File: src/rtl/riscv_loader_pkg.sv
// Shared definitions for the boot-time RAM loader: command bytes, FSM states
// and load targets.
package riscv_loader_pkg;

    localparam logic [7:0] CMD_IMEM = 8'h01;
    localparam logic [7:0] CMD_DMEM = 8'h02;
    localparam logic [7:0] CMD_RUN  = 8'h03;

    typedef enum logic [2:0] {
        ST_IDLE,
        ST_CNT_LO,
        ST_CNT_HI,
        ST_DATA,
        ST_WRITE,
        ST_RUN,
        ST_ERR
    } state_t;

    typedef enum logic {
        TGT_IMEM,
        TGT_DMEM
    } target_t;

endpackage

File: src/rtl/ram_loader_if.sv
// Byte-stream input and memory-write bus of the RAM loader. The loader is the
// slave side; the byte source / memory side uses the master modport.
interface ram_loader_if #(
    parameter int unsigned ADDR_WIDTH = 10
);
    logic                  in_valid;
    logic [7:0]            in_data;
    logic                  in_ready;
    logic                  wr_en;
    logic [ADDR_WIDTH-1:0] wr_addr;
    logic [31:0]           wr_data;
    logic                  fetch_ram_load;
    logic                  mem_ram_load;

    modport master (
        output in_valid, in_data,
        input  in_ready, wr_en, wr_addr, wr_data, fetch_ram_load, mem_ram_load
    );

    modport slave (
        input  in_valid, in_data,
        output in_ready, wr_en, wr_addr, wr_data, fetch_ram_load, mem_ram_load
    );
endinterface

File: src/rtl/ram_loader_byte_packer.sv
// Little-endian 4-byte word assembler: byte k lands in bits [8k+7:8k]; done
// pulses for one cycle after the fourth byte, alongside the completed word.
module byte_packer (
    input  logic        clock,
    input  logic        reset,
    input  logic        in_en,
    input  logic [7:0]  in_byte,
    output logic [31:0] word,
    output logic        last,
    output logic        done
);
    logic [1:0] idx;

    assign last = (idx == 2'd3);

    // NOTE: the word register is reset too, because wr_data must read 0 out of
    // reset and a partial word must never survive a mid-packet reset.
    always_ff @(posedge clock) begin
        if (reset) begin
            idx  <= 2'd0;
            word <= 32'd0;
            done <= 1'b0;
        end else begin
            done <= 1'b0;
            if (in_en) begin
                word[{idx, 3'b000} +: 8] <= in_byte;
                idx                      <= idx + 2'd1;
                done                     <= last;
            end
        end
    end
endmodule

File: src/rtl/ram_loader.sv
// Boot-time loader: parses header/count/word packets from a byte stream,
// writes instruction or data memory, then releases the core from reset.
module ram_loader #(
    parameter int unsigned ADDR_WIDTH = 10,
    parameter logic [7:0]  CMD_IMEM   = riscv_loader_pkg::CMD_IMEM,
    parameter logic [7:0]  CMD_DMEM   = riscv_loader_pkg::CMD_DMEM,
    parameter logic [7:0]  CMD_RUN    = riscv_loader_pkg::CMD_RUN
) (
    input  logic         clock,
    input  logic         reset,
    ram_loader_if.slave  bus,
    output logic         core_hold,
    output logic         error
);
    import riscv_loader_pkg::*;

    localparam logic [16:0] MAX_WORDS = 17'(1) << ADDR_WIDTH;

    state_t                state;
    target_t               target;
    logic [15:0]           count;
    logic [ADDR_WIDTH:0]   word_idx;
    logic [ADDR_WIDTH:0]   next_idx;
    logic [ADDR_WIDTH-1:0] wr_addr_q;
    logic                  in_ready_q;
    logic                  fetch_q;
    logic                  mem_q;
    logic [15:0]           count_in;
    logic                  xfer;
    logic                  last_word;
    logic [31:0]           packed_word;
    logic                  pack_last;
    logic                  pack_done;

    assign xfer      = bus.in_valid && in_ready_q;
    assign count_in  = {bus.in_data, count[7:0]};
    assign next_idx  = word_idx + (ADDR_WIDTH + 1)'(1);
    assign last_word = (16'(next_idx) == count);

    byte_packer u_packer (
        .clock   (clock),
        .reset   (reset),
        .in_en   (xfer && (state == ST_DATA)),
        .in_byte (bus.in_data),
        .word    (packed_word),
        .last    (pack_last),
        .done    (pack_done)
    );

    assign bus.in_ready       = in_ready_q;
    assign bus.wr_en          = pack_done;
    assign bus.wr_addr        = wr_addr_q;
    assign bus.wr_data        = packed_word;
    assign bus.fetch_ram_load = fetch_q;
    assign bus.mem_ram_load   = mem_q;

    // NOTE: all state and outputs are registered with non-blocking assignments
    // so every output changes only on the clock edge after its cause.
    always_ff @(posedge clock) begin
        if (reset) begin
            state      <= ST_IDLE;
            target     <= TGT_IMEM;
            count      <= 16'd0;
            word_idx   <= '0;
            wr_addr_q  <= '0;
            in_ready_q <= 1'b1;
            fetch_q    <= 1'b0;
            mem_q      <= 1'b0;
            core_hold  <= 1'b1;
            error      <= 1'b0;
        end else begin
            case (state)
                ST_IDLE: if (xfer) begin
                    if (bus.in_data == CMD_IMEM) begin
                        target <= TGT_IMEM;
                        state  <= ST_CNT_LO;
                    end else if (bus.in_data == CMD_DMEM) begin
                        target <= TGT_DMEM;
                        state  <= ST_CNT_LO;
                    end else if (bus.in_data == CMD_RUN) begin
                        state      <= ST_RUN;
                        in_ready_q <= 1'b0;
                        core_hold  <= 1'b0;
                    end else begin
                        state      <= ST_ERR;
                        in_ready_q <= 1'b0;
                        error      <= 1'b1;
                    end
                end
                ST_CNT_LO: if (xfer) begin
                    count[7:0] <= bus.in_data;
                    state      <= ST_CNT_HI;
                end
                ST_CNT_HI: if (xfer) begin
                    count[15:8] <= bus.in_data;
                    word_idx    <= '0;
                    if (count_in == 16'd0) begin
                        state <= ST_IDLE;
                    end else if ({1'b0, count_in} > MAX_WORDS) begin
                        state      <= ST_ERR;
                        in_ready_q <= 1'b0;
                        error      <= 1'b1;
                    end else begin
                        state   <= ST_DATA;
                        fetch_q <= (target == TGT_IMEM);
                        mem_q   <= (target == TGT_DMEM);
                    end
                end
                ST_DATA: if (xfer && pack_last) begin
                    state      <= ST_WRITE;
                    in_ready_q <= 1'b0;
                    wr_addr_q  <= word_idx[ADDR_WIDTH-1:0];
                end
                ST_WRITE: begin
                    word_idx   <= next_idx;
                    in_ready_q <= 1'b1;
                    if (last_word) begin
                        state   <= ST_IDLE;
                        fetch_q <= 1'b0;
                        mem_q   <= 1'b0;
                    end else begin
                        state <= ST_DATA;
                    end
                end
                ST_RUN: state <= ST_RUN;
                ST_ERR: state <= ST_ERR;
                default: begin
                    state      <= ST_ERR;
                    in_ready_q <= 1'b0;
                    fetch_q    <= 1'b0;
                    mem_q      <= 1'b0;
                    error      <= 1'b1;
                end
            endcase
        end
    end
endmodule

File: src/flat_wrapper.sv
// flat-port wrapper written by rule: the top's interface ports become plain ports
module ram_loader_flat import riscv_loader_pkg::*;
#(
    parameter int unsigned ADDR_WIDTH = 10,
    parameter logic [7:0]  CMD_IMEM   = riscv_loader_pkg::CMD_IMEM,
    parameter logic [7:0]  CMD_DMEM   = riscv_loader_pkg::CMD_DMEM,
    parameter logic [7:0]  CMD_RUN    = riscv_loader_pkg::CMD_RUN
)
  (clock, reset, core_hold, error, bus_in_valid, bus_in_data, bus_in_ready, bus_wr_en, bus_wr_addr, bus_wr_data, bus_fetch_ram_load, bus_mem_ram_load);
  ram_loader_if #(.ADDR_WIDTH(ADDR_WIDTH)) bus_i ();
  input  logic clock;
  input  logic reset;
  output logic core_hold;
  output logic error;
  input wire logic [$bits(bus_i.in_valid)-1:0] bus_in_valid;
  input wire logic [$bits(bus_i.in_data)-1:0] bus_in_data;
  output wire logic [$bits(bus_i.in_ready)-1:0] bus_in_ready;
  output wire logic [$bits(bus_i.wr_en)-1:0] bus_wr_en;
  output wire logic [$bits(bus_i.wr_addr)-1:0] bus_wr_addr;
  output wire logic [$bits(bus_i.wr_data)-1:0] bus_wr_data;
  output wire logic [$bits(bus_i.fetch_ram_load)-1:0] bus_fetch_ram_load;
  output wire logic [$bits(bus_i.mem_ram_load)-1:0] bus_mem_ram_load;
  assign bus_i.in_valid = bus_in_valid;
  assign bus_i.in_data = bus_in_data;
  assign bus_in_ready = bus_i.in_ready;
  assign bus_wr_en = bus_i.wr_en;
  assign bus_wr_addr = bus_i.wr_addr;
  assign bus_wr_data = bus_i.wr_data;
  assign bus_fetch_ram_load = bus_i.fetch_ram_load;
  assign bus_mem_ram_load = bus_i.mem_ram_load;
  ram_loader #(.ADDR_WIDTH(ADDR_WIDTH), .CMD_IMEM(CMD_IMEM), .CMD_DMEM(CMD_DMEM), .CMD_RUN(CMD_RUN)) u_core (.clock(clock), .reset(reset), .bus(bus_i), .core_hold(core_hold), .error(error));
endmodule
File: config.mk
export PLATFORM = sky130hd
export DESIGN_NAME = ram_loader_flat
export DESIGN_NICKNAME = d
export VERILOG_FILES = /design/src/rtl/riscv_loader_pkg.sv /design/src/rtl/ram_loader_if.sv /design/src/rtl/ram_loader_byte_packer.sv /design/src/rtl/ram_loader.sv /design/src/flat_wrapper.sv
export SDC_FILE = /design/constraint.sdc
export NUM_CORES = 1
export LEC_CHECK = 0
export BUFFER_PORTS_ARGS = -buffer_cell sky130_fd_sc_hd__buf_4
export CAP_MARGIN = 15
export CORE_UTILIZATION = 61
export CTS_CLUSTER_SIZE = 16
export DETAILED_ROUTE_END_ITERATION = 12
export GPL_TIMING_DRIVEN = 0
export PLACE_DENSITY_LB_ADDON = 0.05
export REMOVE_ABC_BUFFERS = 1
export SLEW_MARGIN = 20
export SYNTH_ARGS = -nofsm -noshare
export SYNTH_HDL_FRONTEND = slang
export SYNTH_HIERARCHICAL = 1
export SYNTH_SLANG_ARGS = --single-unit
File: constraint.sdc
create_clock -name clock -period 6.25 [get_ports clock]
set_clock_uncertainty 0.2 [all_clocks]
set_input_delay 0.625 -clock clock [delete_from_list [all_inputs] [get_ports clock]]
set_output_delay 0.625 -clock clock [all_outputs]
set_load 0.02 [all_outputs]
# == Word level (Yosys, flattened, before mapping) ==
# Cells that the tools add are included.
# word_totals
reg_bits,81
# op_classes
shifts,2
n_mux,41
bitwise_logic,7
n_addsub,3
magnitude_cmp,1
n_eq_ne,22
reduce_logical,21
# op_table
op,n
32-bit bitwise mux,1
"8-bit by 7-bit variable shift with 32-bit output, first input constant",1
8-bit by 7-bit indexed part select with 32-bit output,1
3-bit two-way mux,8
1-bit two-way mux,23
11-bit case mux with 2 select lines,1
3-bit case mux with 6 select lines,1
11-bit by 16-bit == test with 1-bit output,1
"8-bit by 2-bit == test with 1-bit output, second input constant",2
"16-bit by 11-bit greater-than comparator with 1-bit output, second input constant",1
16-bit logical NOT,1
8-bit AND reduction,2
"2-bit != test, second input constant",6
"11-bit by 1-bit adder with 11-bit output, second input constant",1
11-bit two-way mux,1
"2-bit by 1-bit != test with 1-bit output, second input constant",5
5-bit AND reduction,2
5-bit OR reduction,2
"3-bit == test, second input constant",3
1-bit case mux with 3 select lines,3
"8-bit by 1-bit == test with 1-bit output, second input constant",1
2-bit AND reduction,4
5-bit negator with 7-bit output,1
1-bit inverter,7
other kinds (13),18

# == Logic depth before layout (Yosys ltp) ==
# logic_depth
depth_word,6
mapped_depth,8
ltp_nobuf,7

# == Modules after synthesis ==
# The synthesis kept the hierarchy.
# modules_own_cells
mod,area_per_inst_um2,cells_each,n_inst
ram_loader,2532.4,314,1
byte_packer,1371.3,108,1

# == Worst setup path before layout ==
# Ideal clock, no wire load.
# synth_timing
path_kind,in2reg
start,input bus_in_data[1]
end,register u_core.state[0]
arrival_time_ps,2014
setup_ps,70
setup_slack_ps,3967
cell_stages,7
cell_sequence,clkbuf_1 nor2_1 or4b_1 or3_1 a21oi_1 nor3_1 a21oi_1
# synth_between
elab_chain_cells,6
elab_cells_between_ends,13
classes_between,1 x order compare; 3 x eq/ne; 8 x mux; 1 x reduce/logical
# synth_rtl
item,line_no,rtl
"start, declared",flat_wrapper.sv:16,input wire logic [$bits(bus_i.in_data)-1:0] bus_in_data;
branches (longest 5 deep; another with 16-bit by 11-bit greater-than comparator with 1-bit output),n/a,
3-bit case mux with 6 select lines *,ram_loader.sv:72,case (state)
"end signal, assigned",ram_loader.sv:76,state <= ST_CNT_LO;
"end signal, assigned",ram_loader.sv:79,state <= ST_CNT_LO;
"end signal, assigned",ram_loader.sv:81,state <= ST_RUN;
"end, declared",ram_loader.sv:19,state_t state;
# Mark *: on every way between the ends. The select of a mux whose other input is x is not followed.
# A chain may end at the register's enable or synchronous reset.

# == Worst setup path after layout ==
# layout_timing
start,register u_core.state[0]
end,register u_core.u_packer.word[18]
# layout_between
elab_chain_cells,2
# layout_rtl
item,line_no,rtl
"start signal, assigned",ram_loader.sv:61,state <= ST_IDLE;
"start signal, assigned",ram_loader.sv:76,
"start signal, assigned",ram_loader.sv:79,
3-bit by 2-bit == test with 1-bit output,ram_loader.sv:43,".in_en (xfer && (state == ST_DATA)),"
1-bit logical AND,ram_loader.sv:43,
"end signal, assigned by index",ram_loader_byte_packer.sv:26,"word[{idx, 3'b000} +: 8] <= in_byte;"
"end, declared",ram_loader_byte_packer.sv:8,"output logic [31:0] word,"
# No other way between the ends.

==> qor.txt <==
Status: completed
Pre-antenna DRT Iters: 4
Largest area contributor in the netlist: dfxtp_1
Vias in the first global route: 2938
Clock Sinks: 81
First-pass GRT wire length: 14200 microns
Vias: 3414
Largest net degree at the start of global routing: 65
WL final: 9230 microns
Fraction of registers with async set/reset: 0%
CTS tree: yes
Initial Utilization: 64.4%
Leak: 1.72 nW
1st-iter DRT viols: 273
Hold Crit Start: u_core/count[14]$_SDFFE_PP0P_
Worst hold path depth: 2
Largest stage delay on the critical path: 770 ps
Sequential share of the synthesized area: 41.5%
Setup slack at placement: 3250 ps
Die span in y: 82.0 microns
CTS HTree Levels: 3
Final min period: 2870 ps
CP cell instances: nor3b_1, and2_1, nor4bb_4, a32o_1
Remaining global-route overflow: 0
GP Congestion: 0.907
Crit Path Category: flop to flop
RSZ-0062 raised after global routing: false
Max-slew violations: 0
Top Ports: 59
Fmax: 0.349 GHz
Row cnt: 28
IO Port Bufs: 58
Initial antenna violation count: 0
R2R Setup Slk: 3380 ps
CTS Buf Count: 9
Critical Path End Type: flop
Design Power: 1.13 mW
Gr usage total: 28.2%
Slew margin rel.: 41.6%
Ant diodes: 0
PwrDens: 252 nW/um^2
R2r endpoint: u_core/u_packer/word[18]$_SDFFE_PP0P_
Worst EP arrival: 2960 ps
Crit-path slowest cell: nor4bb_4
Hold EP: u_core/count[14]$_SDFFE_PP0P_
Via/cell ratio: 6.30
Seq cells post-synth: 81
# hold bufs at CTS: 0
CP max FO: 16
Top cell type's share of synthesized area: 41.5%
Share of cells above drive strength 1: 19.1%
WP buf/inv: 0
Core Util, Final: 74.0%
CTS Buffer Depth: 2
Delay-heaviest family, CP: simple AND/OR/NAND/NOR gates
Area delta synth->final: 14.9%
Buffer count from post-CTS setup fixing: 0
Hpwl dp: 6300 microns
Mapped Area: 3900 sq um
Nets: 480
Root buffer cell: clkbuf_8
Worst-Margin Slew: 872 ps
Fin crit share: 45.9%
Synth Flop Type: dfxtp_1
Hold Path Class: flop to flop
Cells after Synth: 422
Yosys warning count: 6
Final setup vio count: 0
Launching point of the worst reg2reg path: u_core/state[0]$_SDFFE_PP0P_
Ranking of synthesized cells by area: dfxtp_1, a32o_1, mux2i_1, nor2_1, a21oi_1
Post-synth cell types: 63
Worst VDD drop: 209 uV
FF-to-FF path depth: 4
Post-synth EDFFs: 0
Syn avg cell area: 9.25 sq um
DR WL/cell: 17.0 microns
Setup TNS: 0 ps
Clock transition at the registers of the reported paths: 80 ps
Startpoint Class: flop
Die area: 6720 sq um
Setup ws final: 3380 ps
DIE WIDTH: 82.0 microns
Maxcap violations: 0
Final Hold Viols: 0
Hold slack: 263 ps
Critical Path RT: 6350 ps
Post_cts resized: 0
Final ANT Viol Nets: 0
Clk Latency, worst-skew pair: 360 ps
Core ar.: 6060 sq um
DR DRC count: 0
[worst max path at each step]
stage                            startpoint                                    end  cells after the start
2_1_floorplan                  bus_in_valid  u_core/u_packer/word[10]$_SDFFE_PP0P_                      5
3_3_place_gp                   bus_in_valid        u_core/word_idx[4]$_SDFFE_PP0P_                      7
3_5_place_dp                   bus_in_valid  u_core/u_packer/word[18]$_SDFFE_PP0P_                      6
4_1_cts        u_core/state[0]$_SDFFE_PP0P_  u_core/u_packer/word[18]$_SDFFE_PP0P_                      4
5_1_grt        u_core/state[0]$_SDFFE_PP0P_  u_core/u_packer/word[18]$_SDFFE_PP0P_                      4
6_report       u_core/state[0]$_SDFFE_PP0P_  u_core/u_packer/word[18]$_SDFFE_PP0P_                      4
[layer usage]
metal  vias to the layer above  wire, microns  GRT usage, %
met5                         -              0             0
met4                         0            206          13.7
met3                        18            450          4.56
met2                       105           4220          42.3
met1                      1665           4350          38.9
li1                       1626              -             -
[stage by stage]
step | std cells | cell area, sq um
4_1_cts | 542 | 4480
2_1_floorplan | 393 | 3730
3_3_place_gp | 526 | 4260
5_1_grt | 542 | 4480
6_report | 542 | 4480
3_5_place_dp | 526 | 4270
[cells in the mapped netlist, types with 3 or more instances]
library cell,n
buf_6,3
and3_1,3
nand2_1,27
o21ai_0,13
a21o_1,3
buf_2,5
inv_1,4
ha_1,7
nor3b_1,6
nor2_1,47
nand3_1,15
a21oi_1,31
and2_1,5
a32o_1,30
or3_1,5
dfxtp_1,81
mux2i_1,19
nor3_1,12
a21oi_2,5
clkbuf_1,15
nor4_1,3
nor2b_1,15
xor2_1,8
xnor2_1,9
[worst min-delay path: stages (launching register included)]
cell and delay (ps):
dfxtp_1 310, nand2_1 50, a21oi_1 60
[layout make-up]
cell class,count,area [sq um]
fill,463,1580
tap,75,93.8
clock inverter,6,90.1
clock buffer,10,128
multi-input combinational,308,2100
sequential,81,1620
timing repair buffer,58,435
inverter,4,15.0
[flip-flops by register name (all words and copies together) (netlist names)]
register	cells
u_core/target	1
u_core/bus.wr_addr	10
u_core/u_packer/done	1
u_core/word_idx	11
u_core/core_hold	1
u_core/bus.fetch_ram_load	1
u_core/u_packer/word	32
u_core/u_packer/idx	2
u_core/state	3
u_core/bus.mem_ram_load	1
u_core/error	1
u_core/count	16
u_core/bus.in_ready	1
[power by group]
| part | switching [mW] | total, mW | internal, mW |
|---|---|---|---|
| Sequential | 0.0285 | 0.557 | 0.529 |
| Combinational | 0.0963 | 0.151 | 0.0547 |
| Clock | 0.194 | 0.420 | 0.226 |
[logic make-up after synthesis]
group	Yosys count	share of synthesized area (%)
and+or+nand+nor	156	21.8
AOI/OAI and AO/OA	109	20.8
DFF	81	41.5
buffers and inverters	33	4.94
muxes	19	4.87
xor gates and xnor gates	17	3.81
adders and majority gates	7	2.24
[layout by cell type, fill, tap and decap left out, types with 3 or more instances in the layout]
master    count
a21oi_1      31
and2_1        5
nor4_1        3
xnor2_1       9
o21ai_0      13
nor2_1       47
a32o_1       30
clkbuf_8      9
xor2_1        8
ha_1          7
and3_1        3
nor3_1       11
a21oi_2       5
nand2_1      27
dfxtp_1      81
inv_1         4
mux2i_1      19
a21o_1        3
nand3_1      15
nor3b_1       6
nor2b_1      15
buf_4        58
or3_1         5
Note: power is estimated with default switching activity, not from simulation.
